### config.mk
export PLATFORM = sky130hd
export DESIGN_NAME = ortho_ray_gen
export DESIGN_NICKNAME = d
export VERILOG_FILES = /design/src/rtl/ortho_ray_gen.sv
export SDC_FILE = /design/constraint.sdc
export NUM_CORES = 1
export LEC_CHECK = 0
export CORE_AREA = 2 2 164 166
export DETAILED_ROUTE_END_ITERATION = 7
export DIE_AREA = 0 0 166 168
export GPL_TIMING_DRIVEN = 0
export PLACE_DENSITY = 0.87
export SLEW_MARGIN = 20
export SYNTH_ARGS = -nofsm -noshare
export SYNTH_HDL_FRONTEND = slang
export SYNTH_SLANG_ARGS = --single-unit
### constraint.sdc
create_clock -name aclk -period 15.03 [get_ports aclk]
set_input_delay 3.7575 -clock aclk [delete_from_list [all_inputs] [get_ports aclk]]
set_output_delay 3.7575 -clock aclk [all_outputs]
set_load 0.01 [all_outputs]
### src/rtl/ortho_ray_gen.sv
// Orthographic ray source: scans a WIDTH x HEIGHT raster and emits one
// 6-word double-precision ray per pixel on an AXI-stream, origin per pixel, direction (0,0,-1).
module ortho_ray_gen #(
  parameter int              SIZE        = 64,
  parameter int              WIDTH       = 320,
  parameter int              HEIGHT      = 240,
  parameter int              SCALE_SHIFT = 7,
  parameter logic [63:0]     CAM_Z       = 64'h4024000000000000
) (
  input  logic                 aclk,
  input  logic                 areset,
  input  logic                 start,
  output logic                 busy,
  output logic                 frame_done,
  output logic [5:0][SIZE-1:0] ray_axis_tdata,
  output logic                 ray_axis_tvalid,
  input  logic                 ray_axis_tready,
  output logic                 ray_axis_tlast,
  output logic [31:0]          ray_axis_tuser
);

  typedef enum logic [1:0] {IDLE, RUN, DONE} state_t;

  localparam logic [15:0] X_LAST  = 16'(WIDTH - 1);
  localparam logic [15:0] Y_LAST  = 16'(HEIGHT - 1);
  localparam logic [63:0] NEG_ONE = 64'hBFF0000000000000;

  state_t                state, state_next;
  logic [15:0]           px, py, nx, ny;
  logic signed [16:0]    sx, sy;
  logic [5:0][SIZE-1:0]  beat_next;
  logic                  hs, at_last, load;

  // Exact signed-integer to double conversion, value = v * 2^-SCALE_SHIFT.
  // A 17-bit magnitude always fits the 52-bit mantissa, so no rounding.
  function automatic logic [63:0] to_double(input logic signed [16:0] v);
    logic [16:0] m;
    logic [51:0] mant;
    logic [10:0] e;
    int          k;
    m = v[16] ? 17'(-v) : 17'(v);
    k = 0;
    for (int i = 0; i < 17; i++) begin
      if (m[i]) k = i;
    end
    // Shifting the MSB to bit 52 pushes the implicit leading one out of the field.
    mant = 52'(m) << (52 - k);
    e    = 11'(1023 + k - SCALE_SHIFT);
    if (m == '0) return 64'h0;
    return {v[16], e, mant};
  endfunction

  assign hs         = ray_axis_tvalid && ray_axis_tready;
  assign at_last    = (px == X_LAST) && (py == Y_LAST);
  assign busy       = (state == RUN);
  assign frame_done = (state == DONE);

  // Next pixel and its beat, precomputed so a handshake can load it immediately.
  always_comb begin
    nx = '0;
    ny = '0;
    if (state == RUN) begin
      if (px == X_LAST) begin
        nx = '0;
        ny = py + 16'd1;
      end else begin
        nx = px + 16'd1;
        ny = py;
      end
    end
    sx = 17'(nx) - 17'(WIDTH / 2);
    sy = 17'(HEIGHT / 2) - 17'(ny);
    beat_next[0] = SIZE'(to_double(sx));
    beat_next[1] = SIZE'(to_double(sy));
    beat_next[2] = SIZE'(CAM_Z);
    beat_next[3] = '0;
    beat_next[4] = '0;
    beat_next[5] = SIZE'(NEG_ONE);
  end

  always_comb begin
    state_next = state;
    load       = 1'b0;
    case (state)
      IDLE: begin
        if (start) begin
          state_next = RUN;
          load       = 1'b1;
        end
      end
      RUN: begin
        if (hs) begin
          if (at_last) state_next = DONE;
          else         load       = 1'b1;
        end
      end
      DONE:    state_next = IDLE;
      default: state_next = IDLE;
    endcase
  end

  always_ff @(posedge aclk) begin
    if (areset) begin
      state           <= IDLE;
      px              <= '0;
      py              <= '0;
      ray_axis_tdata  <= '0;
      ray_axis_tuser  <= '0;
      ray_axis_tlast  <= 1'b0;
      ray_axis_tvalid <= 1'b0;
    end else begin
      state <= state_next;
      if (load) begin
        px              <= nx;
        py              <= ny;
        ray_axis_tdata  <= beat_next;
        ray_axis_tuser  <= {ny, nx};
        ray_axis_tlast  <= (nx == X_LAST) && (ny == Y_LAST);
        ray_axis_tvalid <= 1'b1;
      end else if (state == RUN && hs && at_last) begin
        px              <= '0;
        py              <= '0;
        ray_axis_tlast  <= 1'b0;
        ray_axis_tvalid <= 1'b0;
      end
    end
  end

endmodule
* Word level (Yosys, flattened, before mapping)
Cells that the tools add are included.
Widths: inputs -> output; s select.
** Storage, ports and cells
- Bits in registers :: 198
- Output and inout port bits :: 420
- Word-level logic and storage cells :: 101
** Cells by class
- Add/sub/neg operators :: 12
- Equal/unequal tests :: 9
- Shift operators :: 2
- Muxes and demuxes :: 58
- Reductions and logical operators :: 10
** Operators with widths (number)
- $mux 32 :: 30
- $mux 64 :: 4
- $mux 16 :: 7
- $shl 17x32->52 :: 2
- $sub 7x32->32 const A :: 2
- $logic_not 17->1 :: 2
- $mux 17 :: 2
- $neg 17->17 :: 2
- $add 16x1->16 const B :: 2
- $eq 16x8->1 const B :: 2
- $eq 16x9->1 const B :: 2
- $add 11x11->11 const A :: 2
- $sub 11x4->11 const B :: 2
- $sub 16x8->17 const B :: 1
- $sub 7x16->17 const A :: 1
- $mux 1 :: 10
- $mux 2 :: 3
- $logic_and 1x1->1 :: 5
- $ne 2x1->1 const B :: 2
- $pmux 2 s2 :: 1
- $reduce_and 3->1 :: 1
- $eq 2x1->1 const B :: 1
- $eq 2x2->1 const B :: 1
- $logic_not 2->1 :: 1
- other kinds (3) :: 3

* Logic depth before layout (Yosys ltp)
- Depth in word-level cells :: 25
- Mapped depth :: 31
- Gate-level depth less buffers :: 28

* Worst setup path after synthesis
OpenSTA, ideal clock, no wires.
- Path type :: register to register
- Start :: register px[0]
- End :: register ray_axis_tdata[46] (netlist bit)
- Setup time :: 122 ps
- Data arrival time :: 6134 ps
- Data required time :: 14908 ps
- Path slack :: 8774 ps
- Stages on the path, launching flop included :: 29
- Cells stage by stage :: dfxtp_1 -> ha_1 -> and3_1 -> buf_2 -> nand4_2 -> buf_2 -> nand2_1 -> clkbuf_1 -> clkbuf_1 -> nor2_1 -> inv_1 -> ha_1 -> nand2_1 -> or3_1 -> or3b_2 -> a22o_1 -> o21ai_1 -> o31ai_1 -> a21oi_1 -> a21oi_1 -> buf_2 -> clkinv_1 -> ha_1 -> xor2_1 -> clkbuf_1 -> o21ai_0 -> nand2_1 -> o21ai_0 -> a221o_1
** On the way
- Cells in the longest elaborated chain, start to end :: 25
** Ends and longest elaborated chain
- start, declared :: RTL line 29 : logic [15:0] px, py, nx, ny;
- start signal, assigned :: RTL line 114 : px <= nx;
- $add 16x1->16 or $eq 16x9->1 (tied branches) :: RTL line 67, 63
- $mux 16 * :: RTL line 63 : if (px == X_LAST) begin
- $mux 16 * :: RTL line 62 : if (state == RUN) begin
- named net nx[0] :: RTL line 29
- $sub 16x8->17 * :: RTL line 71 : sx = 17'(nx) - 17'(WIDTH / 2);
- $neg 17->17 :: RTL line 41 : m = v[16] ? 17'(-v) : 17'(v);
- $mux 17 * :: RTL line 41
- $mux 1 :: RTL line 44 : if (m[i]) k = i;
- $mux 32 (15 in a row) :: RTL line 44
- $sub 7x32->32 :: RTL line 47 : mant = 52'(m) << (52 - k);
- $shl 17x32->52 :: RTL line 47
- $mux 64 * :: RTL line 50 : return {v[16], e, mant};
- end signal, assigned :: RTL line 116 : ray_axis_tdata <= beat_next;
- end, declared :: RTL line 15 : output logic [5:0][SIZE-1:0] ray_axis_tdata,
Mark *: on every way through the listed nets, which the timed path passes. The rest lies on a longest branch.
A chain may end at the register's enable or synchronous reset.

* Worst setup path in the final report
- Start :: register state[1]
- End :: register ray_axis_tdata[46] (netlist bit)
** On the way
- Cells in the longest elaborated chain, start to end :: 24
** Ends and longest elaborated chain
- start, declared :: RTL line 28 : state_t state, state_next;
- start signal, assigned :: RTL line 112 : state <= state_next;
- $eq 2x1->1 * :: RTL line 62
- $mux 16 * :: RTL line 62
- named net nx[0] :: RTL line 29
- $sub 16x8->17 * :: RTL line 71
- $neg 17->17 :: RTL line 41
- $mux 17 * :: RTL line 41
- $mux 1 :: RTL line 44
- $mux 32 (15 in a row) :: RTL line 44
- $sub 7x32->32 :: RTL line 47
- $shl 17x32->52 :: RTL line 47
- $mux 64 * :: RTL line 50
Marked as above.

==> flow_metrics.py <==
metrics = {
    "floorplanning": {
        "io_pins": 424,
        "die_w_microns": 166,
        "initial_core_util_pct": 50.81,
        "core_area_sq_mm": 0.02635,
        "dieArea_sq_mm": 0.02789,
        "chipHeight_microns": 168,
        "rows": 60,
    },
    "worst_hold_path": {
        "hp-class": "register to register",
        "min-delay-start": "ray_axis_tuser[25]",
        "whs_endpoint": "ray_axis_tuser[25]",
        "holdPathStages": 2,
    },
    "clock_tree": {
        "cts_buffer_depth": 2,
        "tritoncts": "built",
        "root_buffer": "clkbuf_16",
        "path_clk_slew_ns": 0.08,
        "cts-buffers-inserted": 17,
        "worstSkewPairLatency_ns": 0.46,
        "clock_sinks": 189,
        "post_cts_buffers": 0,
        "cts_resized": 0,
        "hold_buffers": 0,
        "ctsHtreeMaxLevel": 4,
    },
    "global_route": {
        "grt_pass1_vias": 12580,
        "grt_pass1_wl_microns": 67140,
        "grt_overflow": 0,
        "grt_max_degree": 25,
        "grt_usage_pct": 29.47,
        "grt_antenna_before_repair": 0,
    },
    "timing": {
        "setup_tns_ns": 0,
        "drv_slew": 0,
        "fin_skew_ns": 0.02190,
        "worst_slew_pin_slew_ns": 1.100,
        "min_period_ns": 8.574,
        "fin_crit_sh_pct": 57.04,
        "whs_ns": 0.4530,
        "relSlewSlack_pct": 26.64,
        "finalHoldViolations": 0,
        "rsz0062_at_grt": "no",
        "max_freq_mhz": 116.6,
        "setup_violations": 0,
    },
    "finish": {
        "fillers": 2239,
        "nets": 2184,
        "antennaDiodeCount": 0,
        "syn2layout_area_growth_pct": 28.31,
        "drive_gt1_share_pct": 17.29,
    },
    "critical_path": {
        "r2r-end": "ray_axis_tdata[46]",
        "path_class": "register to register",
        "cp_max_fo": 10,
        "reg2reg_slack_ns": 6.46,
        "r2r_start": "state[1]",
        "cp.required_ns": 15.37,
        "cp-end-kind": "register",
        "crit_path_start_kind": "register",
        "arrival_ns": 8.91,
        "ff2ff_path_depth": 27,
    },
    "synthesis": {
        "synth_cell_type_count": 98,
        "ys.warnings.count": 0,
        "synth-seq-area-share_pct": 28.26,
        "synth-main-ff-cell": "dfxtp_1",
        "syn_area_sq_mm": 0.01339,
        "async_flop_share_pct": 0,
        "synth_edf_count": 0,
        "avgSynthCellArea_sq_um": 7.753,
        "netlist_instances": 1727,
        "ys_seq_elements": 189,
    },
    "pwr": {
        "p_leak_nw": 7.561,
        "p_per_area_mw_per_mm2": 70.62,
        "vdd_drop_max_v": 0.00006447,
    },
    "route": {
        "drtAntennaViolNets": 0,
        "routed_via_density": 5.463,
        "drt-pass1-iter-count": 6,
        "routed_wirelength_microns": 43280,
        "wl_per_cell_microns": 17.17,
        "vias": 13770,
        "drt_iter0_drc": 1487,
        "route.detailed.drc": 0,
    },
    "placed_design": {
        "gp_congestion": 0.9633,
        "port_buffers": 180,
        "hpwl_microns": 33150,
    },
    "run": {
        "maxCapViolCount": 0,
    },
    "status": {
        "status": "complete, no violations",
    },
}
==> metrics by stage <==
stage	power (mW)	std cells	cell area (sq um)	utilization, %	worst slack (ns)
after floorplan	0.6573	1968	14290	-	8.774
after global placement	0.7107	2489	16520	62.70	7.147
after detailed placement	0.7124	2489	16520	62.70	7.077
after CTS	1.207	2521	17180	65.19	7.010
after global routing	1.246	2521	17180	65.19	6.109
final	1.213	2521	17180	65.19	6.456
==> where the power goes <==
group | total (mW) | leakage (nW) | internal (mW) | switching [mW]
Clock | 0.505 | 0.315 | 0.238 | 0.266
Combinational | 0.196 | 5.72 | 0.0819 | 0.114
Sequential | 0.513 | 1.53 | 0.507 | 0.00613
Total | 1.21 | 7.56 | 0.827 | 0.386
==> kinds of logic (layout without fill, tap and decap cells) <==
| kind of cell | after synthesis | after routing | share of synthesized area (%) |
|---|---|---|---|
| XOR/XNOR | 61 | 61 | 4.102 |
| AO/OA/AOI/OAI | 396 | 396 | 19.51 |
| buffers and inverters | 394 | 606 | 18.76 |
| flip-flops | 189 | 189 | 28.26 |
| adder cells (fa/ha/maj) | 14 | 14 | 1.290 |
| AND/OR/NAND/NOR | 620 | 620 | 23.46 |
| multiplexers | 52 | 52 | 4.588 |
| other | 1 | 242 | 0.02801 |
==> critical path, cell delays in order, from the launching register on <==
cell and delay, ns:
dfxtp_1 0.46, nand2b_1 0.14, clkbuf_1 0.50, inv_1 0.36, clkbuf_1 0.38, nand2_1 0.43
clkbuf_1 0.42, clkbuf_1 0.46, nor2_1 0.29, inv_1 0.18, ha_1 0.24, nand2_1 0.10
or3_1 0.41, or3b_2 0.47, a22o_1 0.26, o21ai_1 0.17, nor3_1 0.07, a21oi_1 0.43
a21oi_1 0.16, buf_2 0.24, clkinv_1 0.19, ha_1 0.36, xor2_1 0.45, clkbuf_1 0.43
o21ai_0 0.25, nand2_1 0.11, o21ai_0 0.14, a221o_1 0.38
==> cell usage in the layout, fill, tap and decap left out, types with 12 or more instances in the layout <==
cell / count
nor4_1: 16
o31ai_1: 13
or3_1: 13
mux2i_1: 33
buf_2: 19
clkdlybuf4s50_1: 180
a21oi_1: 131
inv_1: 23
and3_1: 76
a211oi_1: 20
nor2_1: 132
o21a_1: 15
nand2b_1: 22
xor2_1: 16
nand3_1: 44
ha_1: 13
o21ai_1: 13
a31oi_1: 17
and2_1: 22
o21ai_0: 48
clkbuf_1: 78
nor3_1: 40
dfxtp_1: 189
o211ai_1: 13
buf_4: 263
xnor2_1: 43
a22oi_1: 24
clkbuf_16: 17
mux2_2: 12
conb_1: 242
nand2_1: 184
==> state kept, by name, indices dropped and copies added (netlist names) <==
name and flops:
px 16, py 16, ray_axis_tvalid 1, state 2
ray_axis_tuser 32, ray_axis_tdata 121, ray_axis_tlast 1
==> worst max-delay path by stage <==
| stage | cells past startpoint | start | slack, ns | to |
|---|---|---|---|---|
| final | 27 | state[1] | 6.46 | ray_axis_tdata[46] |
| after global routing | 27 | state[1] | 6.11 | ray_axis_tdata[46] |
| after CTS | 27 | state[1] | 7.01 | ray_axis_tdata[46] |
| after detailed placement | 27 | state[1] | 7.08 | ray_axis_tdata[46] |
| after global placement | 27 | state[1] | 7.15 | ray_axis_tdata[46] |
| after floorplan | 28 | px[0] | 8.77 | ray_axis_tdata[46] |
==> per-layer routing <==
layer	global-route usage (%)	vias to the layer above	wire length, microns
met5	0	-	0
met4	12.33	0	1719
met3	8.016	144	4489
met2	49.32	778	20070
met1	35.83	6354	17000
li1	-	6495	-
==> synthesized netlist by cell type (5+ instances only) <==
library cell | number | area, sq um
a31o_2 | 5 | 43.79
buf_2 | 19 | 95.09
o211ai_1 | 13 | 97.59
o21ai_0 | 48 | 240.2
o21ai_1 | 13 | 65.06
nor2_1 | 132 | 495.5
a311oi_1 | 6 | 52.55
a211oi_1 | 20 | 150.1
xnor2_1 | 43 | 376.6
nand3_1 | 44 | 220.2
nor3_1 | 40 | 200.2
ha_1 | 13 | 162.7
nand2b_1 | 22 | 137.6
nand2_1 | 184 | 690.7
o31ai_1 | 13 | 97.59
clkbuf_1 | 78 | 292.8
dfxtp_1 | 189 | 3784
mux2i_1 | 33 | 330.3
o22ai_1 | 8 | 50.05
a32oi_1 | 8 | 70.07
inv_1 | 23 | 86.33
a21boi_0 | 6 | 45.04
a21oi_1 | 131 | 655.6
or2_2 | 8 | 50.05
nand4_1 | 10 | 62.56
xor2_1 | 16 | 140.1
o2111ai_1 | 5 | 43.79
or3_1 | 13 | 81.33
and4_1 | 7 | 61.31
or4_1 | 10 | 75.07
and3_1 | 76 | 475.5
buf_1 | 5 | 18.77
mux2_2 | 12 | 135.1
nor4_1 | 16 | 100.1
buf_4 | 263 | 1974
a21o_1 | 10 | 75.07
a31oi_1 | 17 | 106.4
a22oi_1 | 24 | 180.2
and2_1 | 22 | 137.6
o21a_1 | 15 | 112.6
nor3b_1 | 5 | 37.54
==> final cells by class <==
class,instances,area [sq um],area share (%)
Clock inverter,15,231.5,1.347
Timing Repair Buffer,180,1802,10.49
Inverter,26,97.59,0.5681
Buffer,368,2415,14.06
Clock buffer,17,425.4,2.476
Multi-Input combinational cell,1385,7998,46.55
Tap cell,341,426.7,2.484
Sequential cell,189,3784,22.02
(Power assumes the default switching activity.)
